[src/rtl/key_conditioner.sv]
// key_conditioner: synchronises, debounces and edge-detects the active-low
// DE-series pushbuttons. Each key gets a two-flop synchroniser, a four-state
// debounce FSM with its own stability counter, and registered level/press/
// release outputs.
// Optional build macro KEY_AUTOREPEAT_EN adds per-key auto-repeat press pulses
// while a key is held down.
module key_conditioner #(
  parameter int unsigned NUM_KEYS        = 4,
  parameter int unsigned DEBOUNCE_CYCLES = 1000000,
  parameter int unsigned CNT_W           = 20,
  parameter int unsigned REPEAT_DELAY    = 25000000,
  parameter int unsigned REPEAT_PERIOD   = 5000000
) (
  input  logic                CLOCK_50,
  input  logic                reset,
  input  logic [NUM_KEYS-1:0] KEY,
  output logic [NUM_KEYS-1:0] key_down,
  output logic [NUM_KEYS-1:0] key_pressed,
  output logic [NUM_KEYS-1:0] key_released
);

  typedef enum logic [1:0] {
    ST_UP      = 2'd0,
    ST_DN_WAIT = 2'd1,
    ST_DOWN    = 2'd2,
    ST_UP_WAIT = 2'd3
  } state_e;

  localparam logic [CNT_W-1:0] CNT_LAST = CNT_W'(DEBOUNCE_CYCLES - 1);

  // Reject parameter sets the counters cannot represent.
  if (DEBOUNCE_CYCLES < 1 ||
      64'(DEBOUNCE_CYCLES) > ((64'd1 << CNT_W) - 64'd1)) begin : g_bad_debounce
    $error("key_conditioner: DEBOUNCE_CYCLES out of range for CNT_W");
  end
  if (REPEAT_DELAY < 1 || REPEAT_PERIOD < 1) begin : g_bad_repeat
    $error("key_conditioner: repeat parameters must be at least 1");
  end

`ifdef KEY_AUTOREPEAT_EN
  localparam int unsigned RMAX   = (REPEAT_DELAY > REPEAT_PERIOD) ? REPEAT_DELAY : REPEAT_PERIOD;
  localparam int unsigned RCNT_W = (RMAX > 1) ? $clog2(RMAX) : 1;
  localparam logic [RCNT_W-1:0] RDELAY_LAST  = RCNT_W'(REPEAT_DELAY - 1);
  localparam logic [RCNT_W-1:0] RPERIOD_LAST = RCNT_W'(REPEAT_PERIOD - 1);

  logic [RCNT_W-1:0]   rcnt_q [NUM_KEYS];
  logic [RCNT_W-1:0]   rcnt_d [NUM_KEYS];
  // 0 = waiting for the initial delay, 1 = in the periodic repeat phase
  logic [NUM_KEYS-1:0] rphase_q, rphase_d;
`endif

  logic [NUM_KEYS-1:0] s1_q, s1_d, s2_q, s2_d;
  logic [NUM_KEYS-1:0] key_act;
  state_e              state_q [NUM_KEYS];
  state_e              state_d [NUM_KEYS];
  logic [CNT_W-1:0]    cnt_q   [NUM_KEYS];
  logic [CNT_W-1:0]    cnt_d   [NUM_KEYS];
  logic [NUM_KEYS-1:0] key_down_q, key_down_d;
  logic [NUM_KEYS-1:0] key_pressed_q, key_pressed_d;
  logic [NUM_KEYS-1:0] key_released_q, key_released_d;

  // Synchroniser next state; key_act is the synchronised key, 1 = pressed.
  always_comb begin
    s1_d    = KEY;
    s2_d    = s1_q;
    key_act = ~s2_q;
  end

  // Per-key debounce FSM next state, counters and output pulses.
  always_comb begin
    state_d        = state_q;
    cnt_d          = cnt_q;
    key_down_d     = key_down_q;
    key_pressed_d  = '0;
    key_released_d = '0;
`ifdef KEY_AUTOREPEAT_EN
    rcnt_d         = rcnt_q;
    rphase_d       = rphase_q;
`endif
    for (int i = 0; i < int'(NUM_KEYS); i++) begin
      case (state_q[i])
        ST_UP: begin
          if (key_act[i]) begin
            state_d[i] = ST_DN_WAIT;
            cnt_d[i]   = '0;
          end
        end
        ST_DN_WAIT: begin
          if (!key_act[i]) begin
            state_d[i] = ST_UP;
          end else if (cnt_q[i] == CNT_LAST) begin
            state_d[i]       = ST_DOWN;
            cnt_d[i]         = '0;
            key_down_d[i]    = 1'b1;
            key_pressed_d[i] = 1'b1;
`ifdef KEY_AUTOREPEAT_EN
            rcnt_d[i]        = '0;
            rphase_d[i]      = 1'b0;
`endif
          end else begin
            cnt_d[i] = cnt_q[i] + CNT_W'(1);
          end
        end
        ST_DOWN: begin
          if (!key_act[i]) begin
            state_d[i] = ST_UP_WAIT;
            cnt_d[i]   = '0;
          end
`ifdef KEY_AUTOREPEAT_EN
          else if (!rphase_q[i]) begin
            // Initial hold delay before the first repeat pulse.
            if (rcnt_q[i] == RDELAY_LAST) begin
              key_pressed_d[i] = 1'b1;
              rcnt_d[i]        = '0;
              rphase_d[i]      = 1'b1;
            end else begin
              rcnt_d[i] = rcnt_q[i] + RCNT_W'(1);
            end
          end else begin
            if (rcnt_q[i] == RPERIOD_LAST) begin
              key_pressed_d[i] = 1'b1;
              rcnt_d[i]        = '0;
            end else begin
              rcnt_d[i] = rcnt_q[i] + RCNT_W'(1);
            end
          end
`endif
        end
        ST_UP_WAIT: begin
          if (key_act[i]) begin
            state_d[i] = ST_DOWN;
            cnt_d[i]   = '0;
          end else if (cnt_q[i] == CNT_LAST) begin
            state_d[i]        = ST_UP;
            cnt_d[i]          = '0;
            key_down_d[i]     = 1'b0;
            key_released_d[i] = 1'b1;
          end else begin
            cnt_d[i] = cnt_q[i] + CNT_W'(1);
          end
        end
        default: begin
          state_d[i] = ST_UP;
          cnt_d[i]   = '0;
        end
      endcase
    end
  end

  // State, counter and output registers with synchronous reset.
  always_ff @(posedge CLOCK_50) begin
    if (reset) begin
      s1_q           <= '1;
      s2_q           <= '1;
      key_down_q     <= '0;
      key_pressed_q  <= '0;
      key_released_q <= '0;
      for (int i = 0; i < int'(NUM_KEYS); i++) begin
        state_q[i] <= ST_UP;
        cnt_q[i]   <= '0;
      end
`ifdef KEY_AUTOREPEAT_EN
      rphase_q <= '0;
      for (int i = 0; i < int'(NUM_KEYS); i++) begin
        rcnt_q[i] <= '0;
      end
`endif
    end else begin
      s1_q           <= s1_d;
      s2_q           <= s2_d;
      key_down_q     <= key_down_d;
      key_pressed_q  <= key_pressed_d;
      key_released_q <= key_released_d;
      for (int i = 0; i < int'(NUM_KEYS); i++) begin
        state_q[i] <= state_d[i];
        cnt_q[i]   <= cnt_d[i];
      end
`ifdef KEY_AUTOREPEAT_EN
      rphase_q <= rphase_d;
      for (int i = 0; i < int'(NUM_KEYS); i++) begin
        rcnt_q[i] <= rcnt_d[i];
      end
`endif
    end
  end

  assign key_down     = key_down_q;
  assign key_pressed  = key_pressed_q;
  assign key_released = key_released_q;

endmodule

[config.mk]
export PLATFORM = sky130hd
export DESIGN_NAME = key_conditioner
export DESIGN_NICKNAME = d
export VERILOG_FILES = /design/src/rtl/key_conditioner.sv
export SDC_FILE = /design/constraint.sdc
export NUM_CORES = 1
export LEC_CHECK = 0
export CORE_MARGIN = 4
export CORE_UTILIZATION = 25
export CTS_CLUSTER_DIAMETER = 120
export CTS_CLUSTER_SIZE = 20
export DETAILED_ROUTE_END_ITERATION = 7
export GPL_ROUTABILITY_DRIVEN = 0
export GPL_TIMING_DRIVEN = 0
export PLACE_DENSITY = 0.43
export SETUP_SLACK_MARGIN = 0.1
export SLEW_MARGIN = 20
export SYNTH_ARGS = -nofsm -noshare
export SYNTH_HDL_FRONTEND = slang
export SYNTH_SLANG_ARGS = --single-unit
[constraint.sdc]
create_clock -name CLOCK_50 -period 5.4 [get_ports CLOCK_50]
set_input_delay 1.08 -clock CLOCK_50 [delete_from_list [all_inputs] [get_ports CLOCK_50]]
set_output_delay 1.08 -clock CLOCK_50 [all_outputs]
set_load 0.01 [all_outputs]
# Word level (Yosys, flattened, before mapping)
# Cells that the tools add are included.
# totals
ff_bits	108
inputBits	6
output_inout_bits	12
elab_cells	191
# classes
add_sub_neg	4
eq_ne	48
muxes	76
bitwise_logic	13
n_reduce_logical	28
# ops
operator	count
20-bit two-way mux	20
20-bit one-hot mux with 4 select lines	4
20-bit by 1-bit adder with 20-bit output (second input constant)	4
20-bit == test (second input constant)	4
2-bit two-way mux	24
2-bit != test (second input constant)	24
2-bit one-hot mux with 4 select lines	4
3-bit != test (second input constant)	8
3-bit OR reduction	8
1-bit two-way mux	20
5-bit AND reduction	4
2-bit == test (second input constant)	8
4-bit AND reduction	4
1-bit NOT	12
3-bit AND reduction	4
2-bit by 1-bit == test with 1-bit output (second input constant)	4
2-bit zero test	4
1-bit one-hot mux with 2 select lines	4
2-bit nonzero test	4
4-bit NOT	1

# Logic depth before layout (Yosys ltp)
# depth
ltp_word	4
ltp_mapped	7
mapped_depth_nobuf	6

# Worst setup path after synthesis
# No wires, ideal clock.
# synth_path
kind	input port to flip-flop
startpoint	in reset
endpoint	reg state_q[2] in the netlist's numbering
setup_ns	0.132
t_arrival_ns	1.998
required_time_ns	5.268
slack_ns	3.270
path_stages	4
path_buffers	3
path_cell_list	clkbuf_1 -> buf_1 -> clkbuf_1 -> nor3_1
# synth_rtl
item	line_no	rtl
from (decl)	15	input logic reset,
to (signal, indexed assignment)	175	state_q[i] <= state_d[i];
to (decl)	54	state_e state_q [NUM_KEYS];
# No word-level cell between the ends.

# Worst setup path in the final report
# layout_path
startpoint	in reset
endpoint	reg key_released_q[0] (netlist: key_released[0])
# layout_via
elab_chain_len	1
# layout_rtl
item	line_no	rtl
3-bit OR reduction (no source line)	n/a	
to (signal assigned)	173	key_released_q <= key_released_d;
to (decl)	60	logic [NUM_KEYS-1:0] key_released_q, key_released_d;
# No other way between the ends.
# A chain may end at the register's enable or synchronous reset.

==> results.yml <==
outcome:
  run_status: "completed"
power:
  power_uw: 1542
  p_per_area_mw_per_mm2: 244.1
  leakagePower_uw: 0.001956
  peakVddDrop_uv: 140.1
floorplanning:
  ios: 18
  core_mm2: 0.02176
  die_y_um: 156.4
  die-area_mm2: 0.02448
  initial_core_util_pct: 25.32
  fp.dieW_um: 156.4
  row_count: 54
clocking:
  post_cts_buffers: 0
  clock_sinks: 108
  cts_tree: "yes"
  htree_levels: 3
  cts_resized: 0
  clk_pin_slew_ns: 0.07
  clockBufferDepth: 2
  root_buffer: "clkbuf_16"
  postCtsHoldBufs: 0
  cts-buffers-inserted: 9
  insertion_delay_ns: 0.35
critical_path:
  path_max_fanout: 10
  end_kind: "register"
  ff2ff_setup_slack_ns: 2.99
  timing.rr.start: "cnt_q[40]$_SDFFE_PP0P_"
  timing.rr.end: "cnt_q[43]$_SDFFE_PP0P_"
  worstPathRequired_ns: 5.59
  critical_path_class: "input pin to register"
  worst_ep_arrival_time_ns: 3.61
  start_kind: "input pin"
  reg2reg_depth: 6
final_layout:
  drive_above_1_share_pct: 6.392
  final_common_cell: "dfxtp_1"
  seqCellArea_mm2: 0.002162
  synthToLayoutAreaGrowth_pct: 14.65
  nFillCells: 2361
  final_cell_mix: "108 x dfxtp_1, 68 x nand2_1, 65 x nor2_1"
  nets: 709
  n_antenna_cell: 0
  final_cells: 984
  multiInputGateArea_mm2: 0.003199
timing:
  fmax_mhz: 292.8
  rsz0062_at_grt: "no"
  fin_crit_sh_pct: 63.25
  tightestPinTransition_ns: 0.8041
  maxSlewViolCount: 0
  final.min_clock_period_ns: 3.416
  hold_viol: 0
  skew_ns: 0.006820
  setup_violations: 0
  finalSetupTns_ns: 0
  slew-limit-headroom_pct: 46.04
grt:
  grt_util_met2_pct: 19.40
  antenna_found_initial: 0
  grtUsageMet1_pct: 17.16
  overflow: 0
  grt_max_degree: 17
  grt.busiest_layer: "met2"
  grt.met3_usage_pct: 2.765
  grt_pass1_wl_um: 24830
  gr-usage-all-layers_pct: 12.29
  grt_pass1_vias: 4855
hold_path:
  hp-class: "register to register"
  holdPathStages: 1
  whs_endpoint: "s2_q[1]$_SDFF_PP1_"
  hp-start: "s1_q[1]$_SDFF_PP1_"
yosys:
  syn_area_mm2: 0.005509
  synth_edf_count: 0
  async_flop_share_pct: 0
  netlist_instances: 671
  seq_area_frac_synth_pct: 39.25
  yosys_most_used_dff: "dfxtp_1"
  ys_seq_elements: 108
  synth-warning-count: 0
  avgSynthCellArea_um2: 8.210
  syn_nets: 681
  ys_types: 67
drt:
  num_vias: 5121
  drt_pass1_iterations: 5
  ant_nets: 0
  routed_wl_um: 14800
  drtIter0Drc: 317
  routedWlPerCell_um: 15.04
  drcViolationCount: 0
  via_per_inst: 5.204
place:
  io_buffers: 17
  dp_hpwl_um: 10750
  dp_cells: 968
run:
  max_cap_violations: 0
[registers in the layout, indices dropped and copies added (netlist names), named ones only]
register	cells
key_down	4
state_q	4
s1_q	4
s2_q	4
key_released	4
key_pressed	4
cnt_q	80
[how the worst max path moves through the flow]
stage | from | to | slack [ns] | depth (start not counted)
CTS | reset | key_released[0]$_SDFF_PP0_ | 1.99 | 5
finish | reset | key_released[0]$_SDFF_PP0_ | 1.98 | 5
detailed placement | reset | key_released[0]$_SDFF_PP0_ | 1.58 | 5
global route | reset | key_released[0]$_SDFF_PP0_ | 1.87 | 5
floorplan | reset | state_q[2]$_SDFFE_PP0P_ | 3.27 | 4
global placement | reset | key_released[0]$_SDFF_PP0_ | 1.58 | 5
[power breakdown]
part	leakage (uW)	switching (uW)	internal, uW
Clock	0.000133	306	360
Combinational	0.000951	45.4	22.4
Sequential	0.000872	5.39	802
Total	0.00196	357	1180
[cell families after synthesis]
family,count (synthesis),synth area share (%)
AO/OA/AOI/OAI,141,17.01
XOR/XNOR,22,3.498
adder cells (fa/ha/maj),4,0.9085
buffers and inverters,38,2.680
flip-flops,108,39.25
multiplexers,6,1.090
AND/OR/NAND/NOR,352,35.57
[cell usage after synthesis (7+ instances only)]
| cell type | instances | area (um2) |
|---|---|---|
| a21oi_1 | 35 | 175.2 |
| a31oi_1 | 16 | 100.1 |
| and3_1 | 11 | 68.82 |
| and4_1 | 11 | 96.34 |
| clkbuf_1 | 21 | 78.83 |
| dfxtp_1 | 108 | 2162 |
| inv_1 | 10 | 37.54 |
| nand2_1 | 68 | 255.2 |
| nand2b_1 | 16 | 100.1 |
| nand3_1 | 41 | 205.2 |
| nand4_1 | 34 | 212.7 |
| nor2_1 | 65 | 244.0 |
| nor3_1 | 17 | 85.08 |
| nor4_1 | 21 | 131.4 |
| o21a_1 | 7 | 52.55 |
| o21ai_0 | 24 | 120.1 |
| o21ai_1 | 7 | 35.03 |
| or2_2 | 12 | 75.07 |
| or3_1 | 9 | 56.30 |
| or4_1 | 7 | 52.55 |
| xnor2_1 | 10 | 87.58 |
| xor2_1 | 12 | 105.1 |
[metrics by stage]
| step | util (%) | setup slack (ns) | hold slack (ns) | area, um2 |
|---|---|---|---|---|
| after floorplan | - | 3.270 | 0.3895 | 5509 |
| after global placement | 27.71 | 1.579 | 0.3977 | 6030 |
| after detailed placement | 27.71 | 1.582 | 0.3955 | 6030 |
| after CTS | 29.03 | 1.989 | 0.4130 | 6316 |
| after global routing | 29.03 | 1.873 | 0.4282 | 6316 |
| final | 29.03 | 1.984 | 0.4107 | 6316 |
[area by class of cell]
cell class / instances / area share, %
tap: 280 / 5.547
sequential: 108 / 34.23
multi-input combinational: 525 / 50.65
inverter: 10 / 0.5943
buffer: 28 / 1.743
timing repair buffer: 17 / 2.694
clock buffer: 12 / 3.744
clock inverter: 4 / 0.7924
[worst max-delay path, cell delays in order]
cell	delay, ns
clkdlybuf4s50_1	0.72
clkbuf_1	0.52
buf_1	0.51
buf_1	0.57
nor3_1	0.20
[layer usage]
metal	vias up	wire length, um
li1	2567	-
met1	2454	7421
met2	87	6653
met3	13	542
met4	0	187
met5	-	0
Power figures use the tool's default switching activity.
